$ cat config.mk
export PLATFORM = sky130hd
export DESIGN_NAME = reg_load_sched
export DESIGN_NICKNAME = d
export VERILOG_FILES = /design/src/rtl/reg_sched_pkg.sv /design/src/rtl/rr_arbiter.sv /design/src/rtl/reg_load_sched.sv
export SDC_FILE = /design/constraint.sdc
export NUM_CORES = 1
export LEC_CHECK = 0
export CAP_MARGIN = 20
export CORE_MARGIN = 2
export CORE_UTILIZATION = 40
export DETAILED_ROUTE_END_ITERATION = 10
export PLACE_DENSITY = 0.93
export SLEW_MARGIN = 30
export SYNTH_ARGS = -nofsm -noshare
export SYNTH_HDL_FRONTEND = slang
export SYNTH_SLANG_ARGS = --single-unit
export TNS_END_PERCENT = 20
$ cat constraint.sdc
create_clock -name clk -period 3.5 [get_ports clk]
set_input_delay 1.05 -clock clk [delete_from_list [all_inputs] [get_ports clk]]
set_output_delay 1.05 -clock clk [all_outputs]
set_load 0.05 [all_outputs]
$ cat src/rtl/reg_sched_pkg.sv
// Shared types and helpers for the round-robin register load scheduler.
package reg_sched_pkg;

   typedef enum logic [1:0] {IDLE, CLEAR, LOAD, ACK} sched_state_t;

   localparam int DW_DEF = 4;

   // Index width that stays at least one bit even for a single-entry bank.
   function automatic int addr_w(input int n);
      return (n > 1) ? $clog2(n) : 1;
   endfunction

endpackage

$ cat src/rtl/rr_arbiter.sv
// Combinational round-robin arbiter: first asserted request at or after rr_ptr wins.
module rr_arbiter #(
   parameter  int NREQ = 4,
   localparam int IW   = $clog2(NREQ)
) (
   input  logic [NREQ-1:0] req,
   input  logic [IW-1:0]   rr_ptr,
   output logic            grant_valid,
   output logic [IW-1:0]   grant_idx
);

   logic [IW-1:0] cand;

   // Scan from the farthest offset down so the nearest hit to rr_ptr is written last.
   always_comb begin
      grant_valid = 1'b0;
      grant_idx   = '0;
      cand        = '0;
      for (int k = NREQ - 1; k >= 0; k--) begin
         cand = IW'((32'(rr_ptr) + 32'(k)) % NREQ);
         if (req[cand]) begin
            grant_valid = 1'b1;
            grant_idx   = cand;
         end
      end
   end

endmodule

$ cat src/rtl/reg_load_sched.sv
// Shares a bank of load/enable registers among requesters: one write per grant,
// plus a bank-wide clear, with all outputs decoded from registered state.
module reg_load_sched
   import reg_sched_pkg::*;
#(
   parameter  int NREQ = 4,
   parameter  int NREG = 4,
   parameter  int DW   = DW_DEF,
   localparam int AW   = addr_w(NREG),
   localparam int IW   = $clog2(NREQ)
) (
   input  logic               clk,
   input  logic               clr,
   input  logic [NREQ-1:0]    req,
   input  logic [NREQ*AW-1:0] req_addr,
   input  logic [NREQ*DW-1:0] req_data,
   input  logic               clear_all,
   output logic [NREQ-1:0]    ack,
   output logic               addr_err,
   output logic [NREG-1:0]    reg_enable,
   output logic [NREG-1:0]    reg_load,
   output logic [NREG-1:0]    reg_clr,
   output logic [DW-1:0]      reg_loadVal,
   output logic               busy
);

   sched_state_t  state_reg, state_next;
   logic [IW-1:0] rr_ptr_reg;
   logic [IW-1:0] idx_reg;
   logic [AW-1:0] addr_reg;
   logic [DW-1:0] data_reg;

   logic          grant_valid;
   logic [IW-1:0] grant_idx;
   logic [AW-1:0] addr_arr [NREQ];
   logic [DW-1:0] data_arr [NREQ];
   logic [NREG-1:0] addr_hit;
   logic [NREQ-1:0] idx_hit;
   logic          addr_bad;
   logic          grant_take;

   genvar gi;
   generate
      for (gi = 0; gi < NREQ; gi++) begin : g_req
         assign addr_arr[gi] = req_addr[gi*AW +: AW];
         assign data_arr[gi] = req_data[gi*DW +: DW];
         assign idx_hit[gi]  = (idx_reg == IW'(gi));
      end
      // An out-of-range address simply matches no bank entry.
      for (gi = 0; gi < NREG; gi++) begin : g_reg
         assign addr_hit[gi] = (addr_reg == AW'(gi));
      end
   endgenerate

   assign addr_bad   = (32'(addr_reg) >= NREG);
   assign grant_take = (state_reg == IDLE) && !clear_all && grant_valid;

   rr_arbiter #(.NREQ(NREQ)) u_arb (
      .req         (req),
      .rr_ptr      (rr_ptr_reg),
      .grant_valid (grant_valid),
      .grant_idx   (grant_idx)
   );

   always_ff @(posedge clk or posedge clr) begin
      if (clr) begin
         state_reg <= IDLE;
      end else begin
         state_reg <= state_next;
      end
   end

   always_comb begin
      state_next = state_reg;
      case (state_reg)
         IDLE: begin
            if (clear_all) begin
               state_next = CLEAR;
            end else if (grant_valid) begin
               state_next = LOAD;
            end
         end
         CLEAR:   state_next = IDLE;
         LOAD:    state_next = ACK;
         ACK:     state_next = IDLE;
         default: state_next = IDLE;
      endcase
   end

   // Winner's address and data are captured at the grant edge; later changes are ignored.
   always_ff @(posedge clk or posedge clr) begin
      if (clr) begin
         rr_ptr_reg <= '0;
         idx_reg    <= '0;
         addr_reg   <= '0;
         data_reg   <= '0;
      end else begin
         if (grant_take) begin
            idx_reg  <= grant_idx;
            addr_reg <= addr_arr[grant_idx];
            data_reg <= data_arr[grant_idx];
         end
         if (state_reg == ACK) begin
            rr_ptr_reg <= (32'(idx_reg) == NREQ - 1) ? '0 : idx_reg + IW'(1);
         end
      end
   end

   always_comb begin
      ack         = '0;
      addr_err    = 1'b0;
      reg_enable  = '0;
      reg_load    = '0;
      reg_clr     = '0;
      reg_loadVal = '0;
      busy        = (state_reg != IDLE);
      case (state_reg)
         CLEAR: reg_clr = '1;
         LOAD: begin
            reg_enable  = addr_hit;
            reg_load    = addr_hit;
            reg_loadVal = data_reg;
         end
         ACK: begin
            ack      = idx_hit;
            addr_err = addr_bad;
         end
         default: ;
      endcase
   end

endmodule
==> qor.csv, run 1 <==
stage;metric;value;unit
sta;Max Clock Skew;0.00173;ns
setup_path;worst-path cell with the longest stage delay;clkdlybuf4s50_1;
floorplanning;Die Footprint;0.00265;sq mm
route;drt via density;5.10;
route;drt first pass iters;4;
route;post-route ant nets;0;
synthesis;most common cell in the netlist;nand2_1;
sta;Final Setup Violations;0;
pwr;leakage power;0.665;nW
global_route;grt total ovfl;0;
floorplanning;core area;0.00217;sq mm
sta;hold_ws;0.487;ns
sta;Peak Freq;0.304;GHz
status;status;complete, no violations;
layout;number of flip-flops in the largest register;4;
clock_tree;# H-tree levels;1;
sta;Period minus WS final;3.29;ns
synthesis;Post-synth EDFFs;0;
global_route;initial antenna violation count;0;
sta;Post-Route Setup TNS;0;ns
synthesis;top post-synthesis cells by count;nand2_1 (14), dfrtp_1 (12), mux2i_1 (12);
floorplanning;I/O pins;53;
synthesis;synthesized cell area;903;sq um
synthesis;synth unique cells;27;
place;Buffers on Ports;51;
synthesis;Syn Nets;136;
layout;Area growth syn-to-layout;57.8;%
hold_path;hold crit path type;reg2reg;
global_route;Tot GR Track Use;18.6;%
global_route;global-route wire length before repair;3.61;mm
clock_tree;Worst-Skew Late Latency;0.27;ns
floorplanning;Rows;17;
synthesis;top_reg_cell synth;dfrtp_1;
global_route;vias in the first global route;821;
route;Total Wirelength;2.36;mm
clock_tree;clk buf depth;2;
sta;RSZ-0062 raised after global routing;no;
setup_path;startpoint types;register;
synthesis;top post-synthesis cells by area;dfrtp_1 (33%), mux2i_1 (13%), buf_4 (6.6%), nand2_1 (5.8%), o221ai_1 (5.8%);
sta;Slew HR;61.1;%
route;# DRC;0;
setup_path;WP data arrival;2.24;ns
clock_tree;Reg clk slew, reported paths;0.08;ns
clock_tree;clk sinks;12;
place;Post-DP HPWL;1.93;mm
sta;final hold viol count;0;
global_route;pin count of the biggest net entering global routing;13;
layout;Final #Nets;182;
route;1st-iter DRT viols;15;
synthesis;Yosys reg bits;12;
clock_tree;PostCTS Resize Cnt;0;
sta;worst slew pin tran;0.578;ns
place;Cell Area, Placed;0.00139;sq mm
setup_path;CP Cell Sequence;nor2b_1 > and3_1 > clkdlybuf4s50_1;
setup_path;Crit Path Category;reg2out;
clock_tree;clock root cell;clkbuf_4;
floorplanning;Initial Util;41.6;%
route;per-cell routed wire length;13.5;microns
pwr;P per Cell Area;782;mW/mm^2
synthesis;post-synthesis sequential area ratio;33.2;%
floorplanning;chip width;51.5;microns
setup_path;Req. time, crit path;2.45;ns
layout;post-layout util;65.7;%
run;Max Cap Viol;0;
setup_path;Bufs and invs on worst path;1;
synthesis;Mapped Cells;101;
clock_tree;Post-CTS Setup Bufs;0;
clock_tree;Hold-fix buffers, CTS;0;
sta;Max Slew Vio Count;0;
place;RD Place Congestion;0.793;
pwr;worst vdd ir;422;uV
setup_path;CP max FO;11;
synthesis;syn_area_per_cell;8.94;sq um
layout;post-route cell area;0.00143;sq mm
setup_path;cell class contributing the biggest share of worst-path delay;buffers and inverters;
route;routed vias;887;
sta;Tcrit/Tclk final;93.9;%
clock_tree;CTS tree;built;
synthesis;Ys Warns;0;
floorplanning;Die Ht;51.5;microns
setup_path;Worst setup EP type;output port;
synthesis;fraction of registers with async set/reset;100;%
synthesis;Yosys top cell by area;dfrtp_1;
pwr;total power;0.00111;W
synthesis;post-synth top area share;33.2;%
layout;share of post-route cells with drive strength above 1;7.53;%
layout;Inserted Diodes;0;
clock_tree;Num CTS Buffers;3;
setup_path;CP max stage delay;0.82;ns
## area by class of cell
cell class / instances / area (sq um)
clock buffer: 4 / 36.3
sequential: 12 / 300
multi-input combinational: 71 / 502
inverter: 5 / 18.8
timing repair buffer: 54 / 533
fill: 194 / 744
tap: 28 / 35.0
## placed cells by master (no fill, tap or decap)
| cell type | n |
|---|---|
| o31ai_1 | 1 |
| o22ai_2 | 1 |
| a21o_1 | 1 |
| o221ai_1 | 6 |
| and3_1 | 5 |
| mux2i_1 | 12 |
| buf_4 | 3 |
| ha_1 | 4 |
| clkdlybuf4s50_1 | 51 |
| nand2b_1 | 2 |
| clkbuf_8 | 1 |
| o41ai_2 | 1 |
| or2_1 | 1 |
| nand2_1 | 14 |
| o221a_1 | 1 |
| o22ai_1 | 1 |
| nor3_1 | 3 |
| mux2_2 | 1 |
| nor2b_1 | 4 |
| inv_1 | 5 |
| dfrtp_1 | 12 |
| clkbuf_4 | 3 |
| a21oi_1 | 1 |
| o21ai_0 | 1 |
| conb_1 | 1 |
| and2_1 | 4 |
| or2_2 | 1 |
| nor2_1 | 5 |
## per-stage QoR
step           cells  worst slack [ns]
2_1_floorplan    101             0.292
3_5_place_dp     170             0.508
6_report         174             0.214
3_3_place_gp     170             0.608
5_1_grt          174            0.0748
4_1_cts          174             0.201
## final timing paths
kind	startpoint	to	slack [ns]	depth (start not counted)
min in group asynchronous	clr	state_reg[1]	1.11	2
max in group asynchronous	clr	rr_ptr_reg[1]	2.07	2
max	state_reg[1]	reg_enable[3]	0.21	3
min	data_reg[3]	data_reg[3]	0.49	2
max reg2reg	state_reg[1]	addr_reg[1]	1.87	4
min reg2reg	data_reg[3]	data_reg[3]	0.49	2
## power breakdown
group | leakage, nW | switching (W) | internal, W
Sequential | 0.149 | 0.0000733 | 0.000204
Clock | 0.0210 | 0.0000485 | 0.0000632
Combinational | 0.495 | 0.000437 | 0.000288
## cells by family after synthesis
family                   after synthesis  synth area share (%)
flip-flops                            12                  33.2
buffers and inverters                 18                  12.0
AND/OR/NAND/NOR                       39                  21.3
multiplexers                          13                  14.5
AO/OA/AOI/OAI                         14                  12.9
adder cells (fa/ha/maj)                4                  5.54
other                                  1                 0.415
## worst reg2reg max path, cell delays in order (launching register included)
cell and delay [ns]:
dfrtp_1 0.48, nor3_1 0.30, o41ai_2 0.19, or2_1 0.37, o221ai_1 0.20
## routing by layer
metal	global-route usage (%)	up-vias	wire, microns	share of wire (%)
met4	10.5	0	50	2.1
met5	0	-	0	0
met2	34.6	31	1230	52
li1	-	431	-	-
met1	19.7	421	947	40
met3	2.87	4	125	5.3
(Power assumes the default switching activity.)
==> inputs of run 2 (changes only) <==
--- a/config.mk
+++ b/config.mk
@@ -7,9 +7,10 @@
 export LEC_CHECK = 0
 export CAP_MARGIN = 20
 export CORE_MARGIN = 2
-export CORE_UTILIZATION = 40
+export CORE_UTILIZATION = 42
+export CTS_BUF_LIST = sky130_fd_sc_hd__clkbuf_4 sky130_fd_sc_hd__clkbuf_8
 export DETAILED_ROUTE_END_ITERATION = 10
-export PLACE_DENSITY = 0.93
+export PLACE_DENSITY = 0.95
 export SLEW_MARGIN = 30
 export SYNTH_ARGS = -nofsm -noshare
 export SYNTH_HDL_FRONTEND = slang
==> run 2 against run 1 <==
  * Final cell count is 1.7% lower
  * Combinational power about the same
  * Highest routed layer unchanged
  * Fmax decreased by 1.1%
  * Clock-buffer cell count is 1 lower
  * First-iteration DRC count shrank 6.7%
  * Global-route usage up 2.2 points
  * Routed wire length rose by 1.0%
  * Design area decreased by 1.6%
  * Worst hold slack got worse by 0.0033 ns
  * Critical path type unchanged
  * Non-clock buffer count fell by 1
==> qor.csv, run 2 (synthesized netlist as in run 1, its figures left out) <==
stage;metric;value;unit
sta;Period minus WS final;3.32;ns
setup_path;Worst setup EP type;output port;
setup_path;Crit Path Category;reg2out;
setup_path;CP max FO;11;
setup_path;Critical Path Source;state_reg[1];
pwr;total power;0.00109;W
clock_tree;PostCTS Resize Cnt;0;
hold_path;hold_sp;data_reg[1];
sta;Peak Freq;0.301;GHz
layout;most common cell after layout, fill and taps aside;clkdlybuf4s50_1;
sta;setup ws final;0.179;ns
route;routed vias;896;
route;post-route ant nets;0;
route;drt via density;5.24;
clock_tree;Reg clk slew, reported paths;0.07;ns
pwr;worst vdd ir;488;uV
layout;share of post-route cells with drive strength above 1;6.25;%
layout;number of flip-flops in the largest register;4;
layout;FILL cells;161;
place;Post-DP HPWL;1.92;mm
sta;Max Slew Vio Count;0;
floorplanning;chip width;50.4;microns
floorplanning;Rows;16;
sta;Tcrit/Tclk final;94.9;%
setup_path;WP data arrival;2.27;ns
clock_tree;clk buf depth;2;
sta;final hold viol count;0;
place;RD Place Congestion;0.732;
clock_tree;Hold-fix buffers, CTS;0;
sta;RSZ-0062 raised after global routing;no;
route;# DRC;0;
route;1st-iter DRT viols;14;
clock_tree;# H-tree levels;1;
pwr;P per Cell Area;774;mW/mm^2
clock_tree;Worst-Skew Late Latency;0.27;ns
sta;Max Clock Skew;0.00495;ns
route;Total Wirelength;2.38;mm
route;per-cell routed wire length;13.9;microns
hold_path;hold crit path type;reg2reg;
pwr;leakage power;0.653;nW
layout;Inserted Diodes;0;
sta;Final Setup Violations;0;
sta;Slew HR;62.7;%
place;placed cells;168;
setup_path;Req. time, crit path;2.45;ns
global_route;vias in the first global route;878;
place;Buffers on Ports;51;
clock_tree;Post-CTS Setup Bufs;0;
global_route;initial antenna violation count;0;
layout;most frequent cells in the layout;clkdlybuf4s50_1 (51), nand2_1 (14), mux2i_1 (12), dfrtp_1 (12), o221ai_1 (6);
clock_tree;Num CTS Buffers;3;
floorplanning;I/O pins;53;
global_route;grt total ovfl;0;
sta;Post-Route Setup TNS;0;ns
layout;post-layout util;70.1;%
global_route;pin count of the biggest net entering global routing;14;
layout;Final #Nets;181;
sta;worst slew pin tran;0.554;ns
global_route;Tot GR Track Use;20.8;%
floorplanning;core area;0.00200;sq mm
floorplanning;Die Ht;50.4;microns
place;worst slack at placement;0.515;ns
clock_tree;clock root cell;clkbuf_4;
setup_path;R2R Path Start;state_reg[1];
run;Max Cap Viol;0;
floorplanning;Initial Util;45.1;%
route;drt first pass iters;4;
status;status;complete, no violations;
layout;Area growth syn-to-layout;55.3;%
global_route;global-route wire length before repair;4.02;mm
clock_tree;clk sinks;12;
layout;final std cells w/o fill;171;
clock_tree;CTS tree;built;
setup_path;startpoint types;register;
floorplanning;Die Footprint;0.00254;sq mm
## run 2: changes by cell type in the layout (fill, tap and decap cells not counted), sizes merged
cell | previous run | this run
buf | 3 | 2
clkbuf | 4 | 3
## run 2: layout make-up
class	instances	area [sq um]	area share [%]
inverters	5	18.8	1.34
multi-input cells	71	502	35.8
well taps	27	33.8	2.41
clock buffers	3	22.5	1.61
repair buffers	53	526	37.5
flip-flops and latches	12	300	21.4
## run 2: critical path, stage by stage, from the launching register on
cell,delay (ns)
dfrtp_1,0.51
nor2b_1,0.42
nand2_1,0.09
nor2_1,0.15
clkdlybuf4s50_1,0.83
## run 2: path summary, 6_finish.rpt
kind / to / slack (ns) / cells after the start
setup / recovery: reg_load[1] / 0.18 / 4
hold / removal: data_reg[1] / 0.48 / 2
setup reg to reg: data_reg[3] / 1.87 / 4
hold reg to reg: data_reg[1] / 0.48 / 2
max in group asynchronous: rr_ptr_reg[0] / 2.10 / 2
min in group asynchronous: data_reg[3] / 1.09 / 2
## run 2: report_power, final
part,internal (W),switching [W]
Sequential,0.000204,0.0000759
Combinational,0.000283,0.000440
Clock,0.0000398,0.0000426
## run 2: metrics by stage
step                      instance area (sq um)  hold slack, ns
after global routing                       1400           0.512
after global placement                     1380           0.464
after detailed placement                   1380           0.468
after floorplan                             903           0.448
final                                      1400           0.483
after CTS                                  1400           0.488
## run 2: layer usage
layer	routed length [microns]	global-route usage (%)	vias up	part of all wire (%)
met5	0	0	-	0
met4	46	9.46	0	1.9
met3	123	3.87	4	5.2
met2	1210	38.6	37	51
met1	995	22.7	422	42
li1	-	-	433	-
